===== src/rtl/ft600_bus_emu_if.sv =====
// FT600 245 synchronous FIFO bus bundle between the FPGA-side controller
// (master) and the chip-side emulator (slave).
//   master drives : ft_data_in, ft_be_in, ft_oe, ft_rd, ft_wr
//   slave drives  : ft_data_out, ft_be_out, ft_drive, ft_rxf, ft_txe
interface ft600_bus_emu_if;
    logic [15:0] ft_data_in;
    logic [15:0] ft_data_out;
    logic [1:0]  ft_be_in;
    logic [1:0]  ft_be_out;
    logic        ft_drive;
    logic        ft_oe;
    logic        ft_rd;
    logic        ft_wr;
    logic        ft_rxf;
    logic        ft_txe;

    modport master (
        output ft_data_in, ft_be_in, ft_oe, ft_rd, ft_wr,
        input  ft_data_out, ft_be_out, ft_drive, ft_rxf, ft_txe
    );

    modport slave (
        input  ft_data_in, ft_be_in, ft_oe, ft_rd, ft_wr,
        output ft_data_out, ft_be_out, ft_drive, ft_rxf, ft_txe
    );
endinterface


===== src/rtl/ft600_bus_emu.sv =====
// FT600 chip-side emulator for the 245 synchronous FIFO bus.
// Ports:
//   clk, rst                 bus clock, async active-high reset
//   host_tx_en/in/full       host pushes words toward the FPGA (to_fpga FIFO)
//   host_rx_en/out/empty     host pops words written by the FPGA (from_fpga FIFO)
//   ft (slave modport)       OE#/RD#/WR# strobes, data/BE both ways, RXF#/TXE#
//   drop_cnt                 saturating count of FPGA writes lost while full
//   proto_err                sticky illegal strobe combination flag
module ft600_bus_emu #(
    parameter int DEPTH_W = 4
) (
    input  logic                 clk,
    input  logic                 rst,
    input  logic                 host_tx_en,
    input  logic [15:0]          host_tx_in,
    output logic                 host_tx_full,
    input  logic                 host_rx_en,
    output logic [15:0]          host_rx_out,
    output logic                 host_rx_empty,
    ft600_bus_emu_if.slave       ft,
    output logic [7:0]           drop_cnt,
    output logic                 proto_err
);

    localparam int DEPTH = 1 << DEPTH_W;
    localparam logic [DEPTH_W:0] PTR_ONE  = (DEPTH_W+1)'(1);
    localparam logic [DEPTH_W:0] FULL_CNT = (DEPTH_W+1)'(DEPTH);

    // to_fpga FIFO (host -> FPGA)
    logic [15:0]    tx_mem [DEPTH];
    logic [DEPTH_W:0] tx_wp, tx_rp, tx_wp_n, tx_rp_n;
    logic           tx_empty, tx_full;

    // from_fpga FIFO (FPGA -> host)
    logic [15:0]    rx_mem [DEPTH];
    logic [DEPTH_W:0] rx_wp, rx_rp, rx_wp_n, rx_rp_n;
    logic           rx_empty, rx_full;

    logic [15:0]    rx_out_q;
    logic [7:0]     drop_q;
    logic           err_q;
    logic           rxf_q, txe_q;

    logic           err_now;
    logic           fpga_pop, fpga_wr;
    logic           host_push, host_pop;
    logic           rx_push, drop;
    logic [DEPTH_W:0] tx_cnt_n, rx_cnt_n;

    assign tx_empty = (tx_wp == tx_rp);
    assign tx_full  = ((tx_wp ^ tx_rp) == FULL_CNT);
    assign rx_empty = (rx_wp == rx_rp);
    assign rx_full  = ((rx_wp ^ rx_rp) == FULL_CNT);

    // Illegal strobe combinations block any transfer in the same cycle.
    assign err_now = (!ft.ft_wr && !ft.ft_oe) ||
                     (!ft.ft_rd && !ft.ft_wr);

    // RD# while empty is silently ignored (controller strobe lag).
    assign fpga_pop = !err_now && !ft.ft_oe && !ft.ft_rd && !tx_empty;
    assign fpga_wr  = !err_now && !ft.ft_wr && ft.ft_oe && ft.ft_rd;

    assign host_pop = host_rx_en && !rx_empty;

    // A pop in the same cycle frees the slot, so a full FIFO still
    // accepts the simultaneous push.
    assign host_push = host_tx_en && (!tx_full || fpga_pop);
    assign rx_push   = fpga_wr && (!rx_full || host_pop);
    assign drop      = fpga_wr && !rx_push;

    assign tx_wp_n = host_push ? tx_wp + PTR_ONE : tx_wp;
    assign tx_rp_n = fpga_pop  ? tx_rp + PTR_ONE : tx_rp;
    assign rx_wp_n = rx_push   ? rx_wp + PTR_ONE : rx_wp;
    assign rx_rp_n = host_pop  ? rx_rp + PTR_ONE : rx_rp;

    // Post-edge occupancy drives the registered flags.
    assign tx_cnt_n = tx_wp_n - tx_rp_n;
    assign rx_cnt_n = rx_wp_n - rx_rp_n;

    always_ff @(posedge clk or posedge rst) begin
        if (rst) begin
            tx_wp    <= '0;
            tx_rp    <= '0;
            rx_wp    <= '0;
            rx_rp    <= '0;
            rx_out_q <= '0;
            drop_q   <= '0;
            err_q    <= 1'b0;
            rxf_q    <= 1'b1;
            txe_q    <= 1'b1;
        end else begin
            tx_wp <= tx_wp_n;
            tx_rp <= tx_rp_n;
            rx_wp <= rx_wp_n;
            rx_rp <= rx_rp_n;
            if (host_pop)
                rx_out_q <= rx_mem[rx_rp[DEPTH_W-1:0]];
            if (drop && drop_q != 8'hFF)
                drop_q <= drop_q + 8'd1;
            if (err_now)
                err_q <= 1'b1;
            rxf_q <= (tx_cnt_n == '0);
            txe_q <= (rx_cnt_n == FULL_CNT);
        end
    end

    // Storage arrays carry no reset; pointers alone define contents.
    always_ff @(posedge clk) begin
        if (host_push)
            tx_mem[tx_wp[DEPTH_W-1:0]] <= host_tx_in;
        if (rx_push)
            rx_mem[rx_wp[DEPTH_W-1:0]] <= ft.ft_data_in;
    end

    assign ft.ft_drive    = ~ft.ft_oe;
    assign ft.ft_data_out = tx_empty ? 16'h0000 : tx_mem[tx_rp[DEPTH_W-1:0]];
    assign ft.ft_be_out   = tx_empty ? 2'b00 : 2'b11;
    assign ft.ft_rxf      = rxf_q;
    assign ft.ft_txe      = txe_q;

    assign host_tx_full  = tx_full;
    assign host_rx_empty = rx_empty;
    assign host_rx_out   = rx_out_q;
    assign drop_cnt      = drop_q;
    assign proto_err     = err_q;

endmodule


===== src/flat_wrapper.sv =====
// flat-port wrapper written by rule: the top's interface ports become plain ports
module ft600_bus_emu_flat 
#(
    parameter int DEPTH_W = 4
)
  (clk, rst, host_tx_en, host_tx_in, host_tx_full, host_rx_en, host_rx_out, host_rx_empty, drop_cnt, proto_err, ft_ft_data_in, ft_ft_be_in, ft_ft_oe, ft_ft_rd, ft_ft_wr, ft_ft_data_out, ft_ft_be_out, ft_ft_drive, ft_ft_rxf, ft_ft_txe);
  ft600_bus_emu_if ft_i ();
  input  logic clk;
  input  logic rst;
  input  logic host_tx_en;
  input  logic [15:0] host_tx_in;
  output logic host_tx_full;
  input  logic host_rx_en;
  output logic [15:0] host_rx_out;
  output logic host_rx_empty;
  output logic [7:0] drop_cnt;
  output logic proto_err;
  input wire logic [$bits(ft_i.ft_data_in)-1:0] ft_ft_data_in;
  input wire logic [$bits(ft_i.ft_be_in)-1:0] ft_ft_be_in;
  input wire logic [$bits(ft_i.ft_oe)-1:0] ft_ft_oe;
  input wire logic [$bits(ft_i.ft_rd)-1:0] ft_ft_rd;
  input wire logic [$bits(ft_i.ft_wr)-1:0] ft_ft_wr;
  output wire logic [$bits(ft_i.ft_data_out)-1:0] ft_ft_data_out;
  output wire logic [$bits(ft_i.ft_be_out)-1:0] ft_ft_be_out;
  output wire logic [$bits(ft_i.ft_drive)-1:0] ft_ft_drive;
  output wire logic [$bits(ft_i.ft_rxf)-1:0] ft_ft_rxf;
  output wire logic [$bits(ft_i.ft_txe)-1:0] ft_ft_txe;
  assign ft_i.ft_data_in = ft_ft_data_in;
  assign ft_i.ft_be_in = ft_ft_be_in;
  assign ft_i.ft_oe = ft_ft_oe;
  assign ft_i.ft_rd = ft_ft_rd;
  assign ft_i.ft_wr = ft_ft_wr;
  assign ft_ft_data_out = ft_i.ft_data_out;
  assign ft_ft_be_out = ft_i.ft_be_out;
  assign ft_ft_drive = ft_i.ft_drive;
  assign ft_ft_rxf = ft_i.ft_rxf;
  assign ft_ft_txe = ft_i.ft_txe;
  ft600_bus_emu #(.DEPTH_W(DEPTH_W)) u_core (.clk(clk), .rst(rst), .host_tx_en(host_tx_en), .host_tx_in(host_tx_in), .host_tx_full(host_tx_full), .host_rx_en(host_rx_en), .host_rx_out(host_rx_out), .host_rx_empty(host_rx_empty), .ft(ft_i), .drop_cnt(drop_cnt), .proto_err(proto_err));
endmodule

===== config.mk =====
export PLATFORM = sky130hd
export DESIGN_NAME = ft600_bus_emu_flat
export DESIGN_NICKNAME = d
export VERILOG_FILES = /design/src/rtl/ft600_bus_emu_if.sv /design/src/rtl/ft600_bus_emu.sv /design/src/flat_wrapper.sv
export SDC_FILE = /design/constraint.sdc
export NUM_CORES = 1
export LEC_CHECK = 0
export BUFFER_PORTS_ARGS = -buffer_cell sky130_fd_sc_hd__buf_2
export CORE_UTILIZATION = 35
export DETAILED_ROUTE_END_ITERATION = 10
export PLACE_DENSITY = 0.53
export SLEW_MARGIN = 40
export SYNTH_ARGS = -nofsm -noshare
export SYNTH_HDL_FRONTEND = slang
export SYNTH_SLANG_ARGS = --single-unit

===== constraint.sdc =====
create_clock -name clk -period 5.1 [get_ports clk]
set_clock_uncertainty 0.1 [all_clocks]
set_input_delay 1.02 -clock clk [delete_from_list [all_inputs] [get_ports clk]]
set_output_delay 1.02 -clock clk [all_outputs]
set_load 0.01 [all_outputs]

## Word level (Yosys, flattened, before mapping)

Memory sizes are Yosys's and may differ from the RTL's. A register that Yosys moved wholly into a read port is not among the register bits.
Index checks and enable logic that the tools add are counted.

| word-level totals | value |
|---|---|
| register bits after elaboration | 31 |
| bits in writable memories | 512 |
| memories | 2 |

| operators by class | value |
|---|---|
| add/sub/neg operators | 7 |
| equal/unequal tests | 6 |
| mux-type cells | 10 |
| bitwise logic cells | 3 |
| reductions and logical operators | 26 |

Memories:

| name | depth | width | rd ports | clocked after Yosys merged registers in | write ports | line | text |
|---|---|---|---|---|---|---|---|
| u_core.rx_mem | 16 | 16 | 1 | 1 | 1 | ft600_bus_emu.sv:35 | `logic [15:0] rx_mem [DEPTH];` |
| u_core.tx_mem | 16 | 16 | 1 | 0 | 1 | ft600_bus_emu.sv:30 | `logic [15:0] tx_mem [DEPTH];` |

Operators with widths:

| cell | number |
|---|---|
| 5-bit by 1-bit adder with 5-bit output (second input constant) | 4 |
| 5-bit 2-to-1 mux | 4 |
| 16-bit 2-to-1 mux | 1 |
| 5-bit == test (second input constant) | 3 |
| 1-bit logical AND | 13 |
| 5-bit == test | 2 |
| 5-bit subtractor | 2 |
| 5-bit bitwise XOR | 2 |
| 1-bit logical NOT | 9 |
| 8-bit by 1-bit adder with 8-bit output (second input constant) | 1 |
| 8-bit inequality test (second input constant) | 1 |
| 5-bit logical NOT | 1 |
| 1-bit 2-to-1 mux | 4 |
| 1-bit logical OR | 3 |
| 2-bit 2-to-1 mux | 1 |
| 1-bit NOT | 1 |

## Logic depth before layout (Yosys ltp)

| depth | value |
|---|---|
| depth after elaboration | 12 |
| depth in mapped cells | 15 |
| depth with buffers taken out | 13 |

## Worst setup path after synthesis

No wires, ideal clock.

| path | value |
|---|---|
| kind | input to register |
| start | input port ft_ft_oe |
| end | register u_core.rxf_q (netlist: u_core.ft.ft_rxf) |
| arrival time | 3.539 ns |
| required time | 4.918 ns |
| path slack | 1.380 ns |
| stages on the path | 6 |
| cell sequence | inv_1 nand3_1 a311oi_1 xor2_1 xor3_1 nor3_1 |

| between the ends | value |
|---|---|
| longest elaborated chain between the ends | 12 |
| elaborated cells on any way between the ends | 13 |
| classes of those cells | add/sub (1); mux (2); reduce/logical (10) |

RTL lines:

| item | line | text |
|---|---|---|
| from (decl) | flat_wrapper.sv:20 | `input wire logic [$bits(ft_i.ft_oe)-1:0] ft_ft_oe;` |
| 1-bit logical NOT (*) | ft600_bus_emu.sv:56, ft600_bus_emu.sv:60 |  |
| 1-bit logical AND | ft600_bus_emu.sv:56 | `assign err_now = (!ft.ft_wr && !ft.ft_oe) \|\|` |
| 1-bit logical OR | ft600_bus_emu.sv:56 |  |
| 1-bit logical NOT | ft600_bus_emu.sv:60 | `assign fpga_pop = !err_now && !ft.ft_oe && !ft.ft_rd && !tx_empty;` |
| 1-bit logical AND (*) (3 in series) | ft600_bus_emu.sv:60 |  |
| 1-bit logical OR (*) | ft600_bus_emu.sv:67 | `assign host_push = host_tx_en && (!tx_full \|\| fpga_pop);` |
| 1-bit logical AND (*) | ft600_bus_emu.sv:67 |  |
| 5-bit 2-to-1 mux (*) | ft600_bus_emu.sv:71 | `assign tx_wp_n = host_push ? tx_wp + PTR_ONE : tx_wp;` |
| net u_core.tx_wp_n[4] | ft600_bus_emu.sv:31 | `logic [DEPTH_W:0] tx_wp, tx_rp, tx_wp_n, tx_rp_n;` |
| 5-bit subtractor (*) | ft600_bus_emu.sv:77 | `assign tx_cnt_n = tx_wp_n - tx_rp_n;` |
| 5-bit logical NOT (*) | ft600_bus_emu.sv:102 | `rxf_q <= (tx_cnt_n == '0);` |
| to (signal assigned) | ft600_bus_emu.sv:102 |  |
| to (decl) | ft600_bus_emu.sv:42 | `logic rxf_q, txe_q;` |

Mark *: on every way through the listed nets, which the timed path passes. The rest lies on a longest branch.
A chain may end at the register's enable or synchronous reset.

## Worst setup path after layout

| path | value |
|---|---|
| start | register u_core.tx_rp[0] |
| end | output port ft_ft_data_out[4] |

| between the ends | value |
|---|---|
| longest elaborated chain between the ends | 2 |
| elaborated cells on any way between the ends | 3 |
| classes of those cells | eq/ne (1); mux (1); memory (1) |

RTL lines:

| item | line | text |
|---|---|---|
| from (decl) | ft600_bus_emu.sv:31 |  |
| from (signal assigned) | ft600_bus_emu.sv:93 | `tx_rp <= tx_rp_n;` |
| memory 16 x 16 bit / 5-bit == test (equally long branches) | -- |  |
| 16-bit 2-to-1 mux (*) | ft600_bus_emu.sv:116 | `assign ft.ft_data_out = tx_empty ? 16'h0000 : tx_mem[tx_rp[DEPTH_W-1:0]];` |
| to (decl) | flat_wrapper.sv:23 | `output wire logic [$bits(ft_i.ft_data_out)-1:0] ft_ft_data_out;` |

Mark *: on every way between the ends. The rest lies on a longest branch, timed or not.

==> run_results.csv <==
group,metric,value,unit
worst_setup_path,crit_arrival,2980,ps
min_path,worstHoldPathType,"input pin to async pin",
worst_setup_path,crit_path_start_kind,"flop",
place,gp_congestion,0.750,
floorplan,dieArea,0.0640,mm^2
global_routing,grt_pass1_vias,10700,
place,placement.io_buffers,86,
timing,slew_headroom,0.491,
routing,firstDrtPassIters,5,
worst_setup_path,worst_r2r_endpoint,"u_core.ft.ft_txe$_DFF_PP1_",
global_routing,gr-total-overflow,0,
synthesis,async_flop_share,0.0841,
timing,rsz0062_at_grt,"false",
place,place_ws,1080,ps
routing,routedWlPerCell,24.1,um
routing,vias,10300,
final_layout,utilization,0.416,
worst_setup_path,r2r_start,"u_core.rx_rp[1]$_DFF_PP0_",
job,max_cap_viol_count,0,
synthesis,synth_compound_area_frac,0.00925,
synthesis,yosysTopAreaCell,"edfxtp_1",
cts,insertion_delay,620,ps
timing,fin_crit_sh,0.804,
global_routing,grtUsageTotal,0.156,
final_layout,drive_gt1_frac,0.356,
synthesis,synth.area.mux_share,0.174,
global_routing,antenna_found_initial,2,
cts,path_clk_slew,60,ps
pwr,p_per_area,551,mW/mm^2
timing,finalSetupViolCount,0,
synthesis,synth_ff_type,"edfxtp_1",
synthesis,synth_area_leaders,"edfxtp_1, mux4_2, dfrtp_1, ha_1, xnor2_1",
worst_setup_path,reg2reg_depth,13,
synthesis,syn_area_per_cell,22.0,um^2
routing,drtIter0Drc,763,
cts,cts_max_path_buffers,3,
cts,cts_buffers,60,
cts,cts_resized,0,
routing,drc,0,
floorplan,die_w,253,um
cts,cts-root-buf,"clkbuf_16",
routing,routed_wl,49100,um
final_layout,layout_common_cells,"edfxtp_1, mux4_2, buf_2",
pwr,leakage,8.53,nW
timing,tightestPinTransition,764,ps
floorplan,initial_utilization,0.356,
synthesis,yosysSeqAreaShare,0.751,
cts,post_cts_buffers,0,
synthesis,synth-seq-cells,559,
routing,viasPerCell,5.08,
synthesis,synthCells,1000,
worst_setup_path,path_class,"flop to output port",
worst_setup_path,worstPathRequired,3980,ps
worst_setup_path,timing.critical_path.from,"u_core.tx_rp[0]$_DFF_PP0_",
synthesis,netlist.area_leader.share,0.697,
global_routing,grt_max_degree,68,
run_status,status,"finished, final reports clean",
synthesis,synth_xor_area_frac,0.0160,
synthesis,synth_area,0.0220,mm^2
synthesis,synth_adder_area_share,0.0108,
worst_setup_path,cp-end-kind,"output port",
synthesis,synth_cell_type_count,47,
pwr,peakVddDrop,0.286,mV
floorplan,rows,91,
cts,clock_sinks,559,
synthesis,syn_nets,1060,
synthesis,synthSimpleGateAreaFrac,0.0264,
cts,cts_tree,"done",
timing,period_minus_slack,4100,ps
timing,fin_ws,1000,ps
final_layout,area_growth,16.9,%
timing,finalHoldViolCount,0,
floorplan,io_pins,89,
worst_setup_path,r2r_slack,1450,ps
floorplan,die_h,253,um
final_layout,antennaDiodeCount,0,
place,dpl.hpwl,27400,um
timing,fmaxAchievable,0.244,GHz
synthesis,synth_edf_count,512,
final_layout,final_common_cell,"edfxtp_1",
synthesis,yosys_warnings,0,
cts,htreeDepth,2,
cts,cts_hold_buffers,0,
synthesis,synth_top_family_by_area,"multiplexers",
timing,drv_slew,0,
floorplan,coreArea,0.0619,mm^2
global_routing,grt_pass1_wl,71800,um
routing,antenna_left,0,
worst_setup_path,path_max_fanout,67,
timing,finalSetupTns,0,ps
final_layout,nNetsFinal,1207,
## cells by family (layout without fill, tap and decap cells)
group	count (synthesis)	count (layout)
flops	559	559
mux	180	180
simple gates	110	110
buf+inv	67	264
xor+xnor	37	37
compound gates	28	28
fa+ha+maj	19	19
## worst max path at each step
stage                            endpoint  slack [ps]  depth (start not counted)
6_report                ft_ft_data_out[4]        1000                          5
5_1_grt                 ft_ft_data_out[2]         850                          5
4_1_cts                 ft_ft_data_out[9]         880                          6
3_5_place_dp   u_core.ft.ft_txe$_DFF_PP1_        1080                         13
3_3_place_gp   u_core.ft.ft_txe$_DFF_PP1_        1070                         13
2_1_floorplan  u_core.ft.ft_rxf$_DFF_PP1_        1380                          6
## layout make-up
cell class,instances,area (um^2)
clock buffers,80,1650
clock inverters,32,349
flip-flops and latches,559,16600
fillers,5489,36200
well taps,837,1050
inverters,20,75.1
repair buffers,132,808
multi-input cells,374,5290
## Yosys cell counts (2+ instances only)
| cell | number |
|---|---|
| a211o_1 | 2 |
| a211oi_1 | 2 |
| a21o_1 | 3 |
| a21oi_1 | 7 |
| and2_1 | 13 |
| and3_1 | 7 |
| buf_1 | 7 |
| buf_2 | 15 |
| buf_4 | 3 |
| clkbuf_1 | 21 |
| dfrtp_1 | 45 |
| dfstp_2 | 2 |
| edfxtp_1 | 512 |
| ha_1 | 19 |
| inv_1 | 20 |
| mux2_2 | 17 |
| mux2i_1 | 3 |
| mux4_2 | 160 |
| nand2_1 | 20 |
| nand2b_1 | 3 |
| nand3_1 | 4 |
| nand4_1 | 8 |
| nor2_1 | 19 |
| nor2b_1 | 17 |
| nor3_1 | 10 |
| o21ai_0 | 5 |
| or2_1 | 3 |
| xnor2_1 | 22 |
| xor2_1 | 13 |
## critical path: stages (launching register included)
cell     delay [ps]
dfrtp_4         430
buf_12          460
mux4_2          590
mux4_2          490
nor2b_1         180
buf_2           160
## routing by layer
| layer | vias to the layer above | global-route usage | routed length, um |
|---|---|---|---|
| li1 | 4442 | - | - |
| met1 | 5555 | 0.204 | 20600 |
| met2 | 267 | 0.266 | 25000 |
| met3 | 65 | 0.0297 | 2540 |
| met4 | 4 | 0.0384 | 837 |
| met5 | - | 0 | 30 |
## power by group
group          internal, mW  switching, mW
combinational          2.08           2.10
sequential             5.43          0.251
clock                  2.57           1.77
total                  10.1           4.12
## stage by stage
stage               cell area [um^2]  hold slack [ps]  total power, mW  cells
floorplan                      22000              407             8.74   1000
global placement               23800              346             10.0   1922
detailed placement             23800              360             10.0   1922
CTS                            25800              366             14.4   2034
global route                   25800              390             14.9   2034
finish                         25800              369             14.2   2034
## flip-flops by register name, summed over array words and instances, names as in the netlist
register,cells
u_core.rx_mem,256
u_core.tx_mem,256
u_core.ft.ft_rxf,1
u_core.tx_rp,5
u_core.rx_wp,5
u_core.proto_err,1
u_core.ft.ft_txe,1
u_core.host_rx_out,16
u_core.drop_cnt,8
u_core.tx_wp,5
u_core.rx_rp,5
Note: power is estimated with default switching activity, not from simulation.
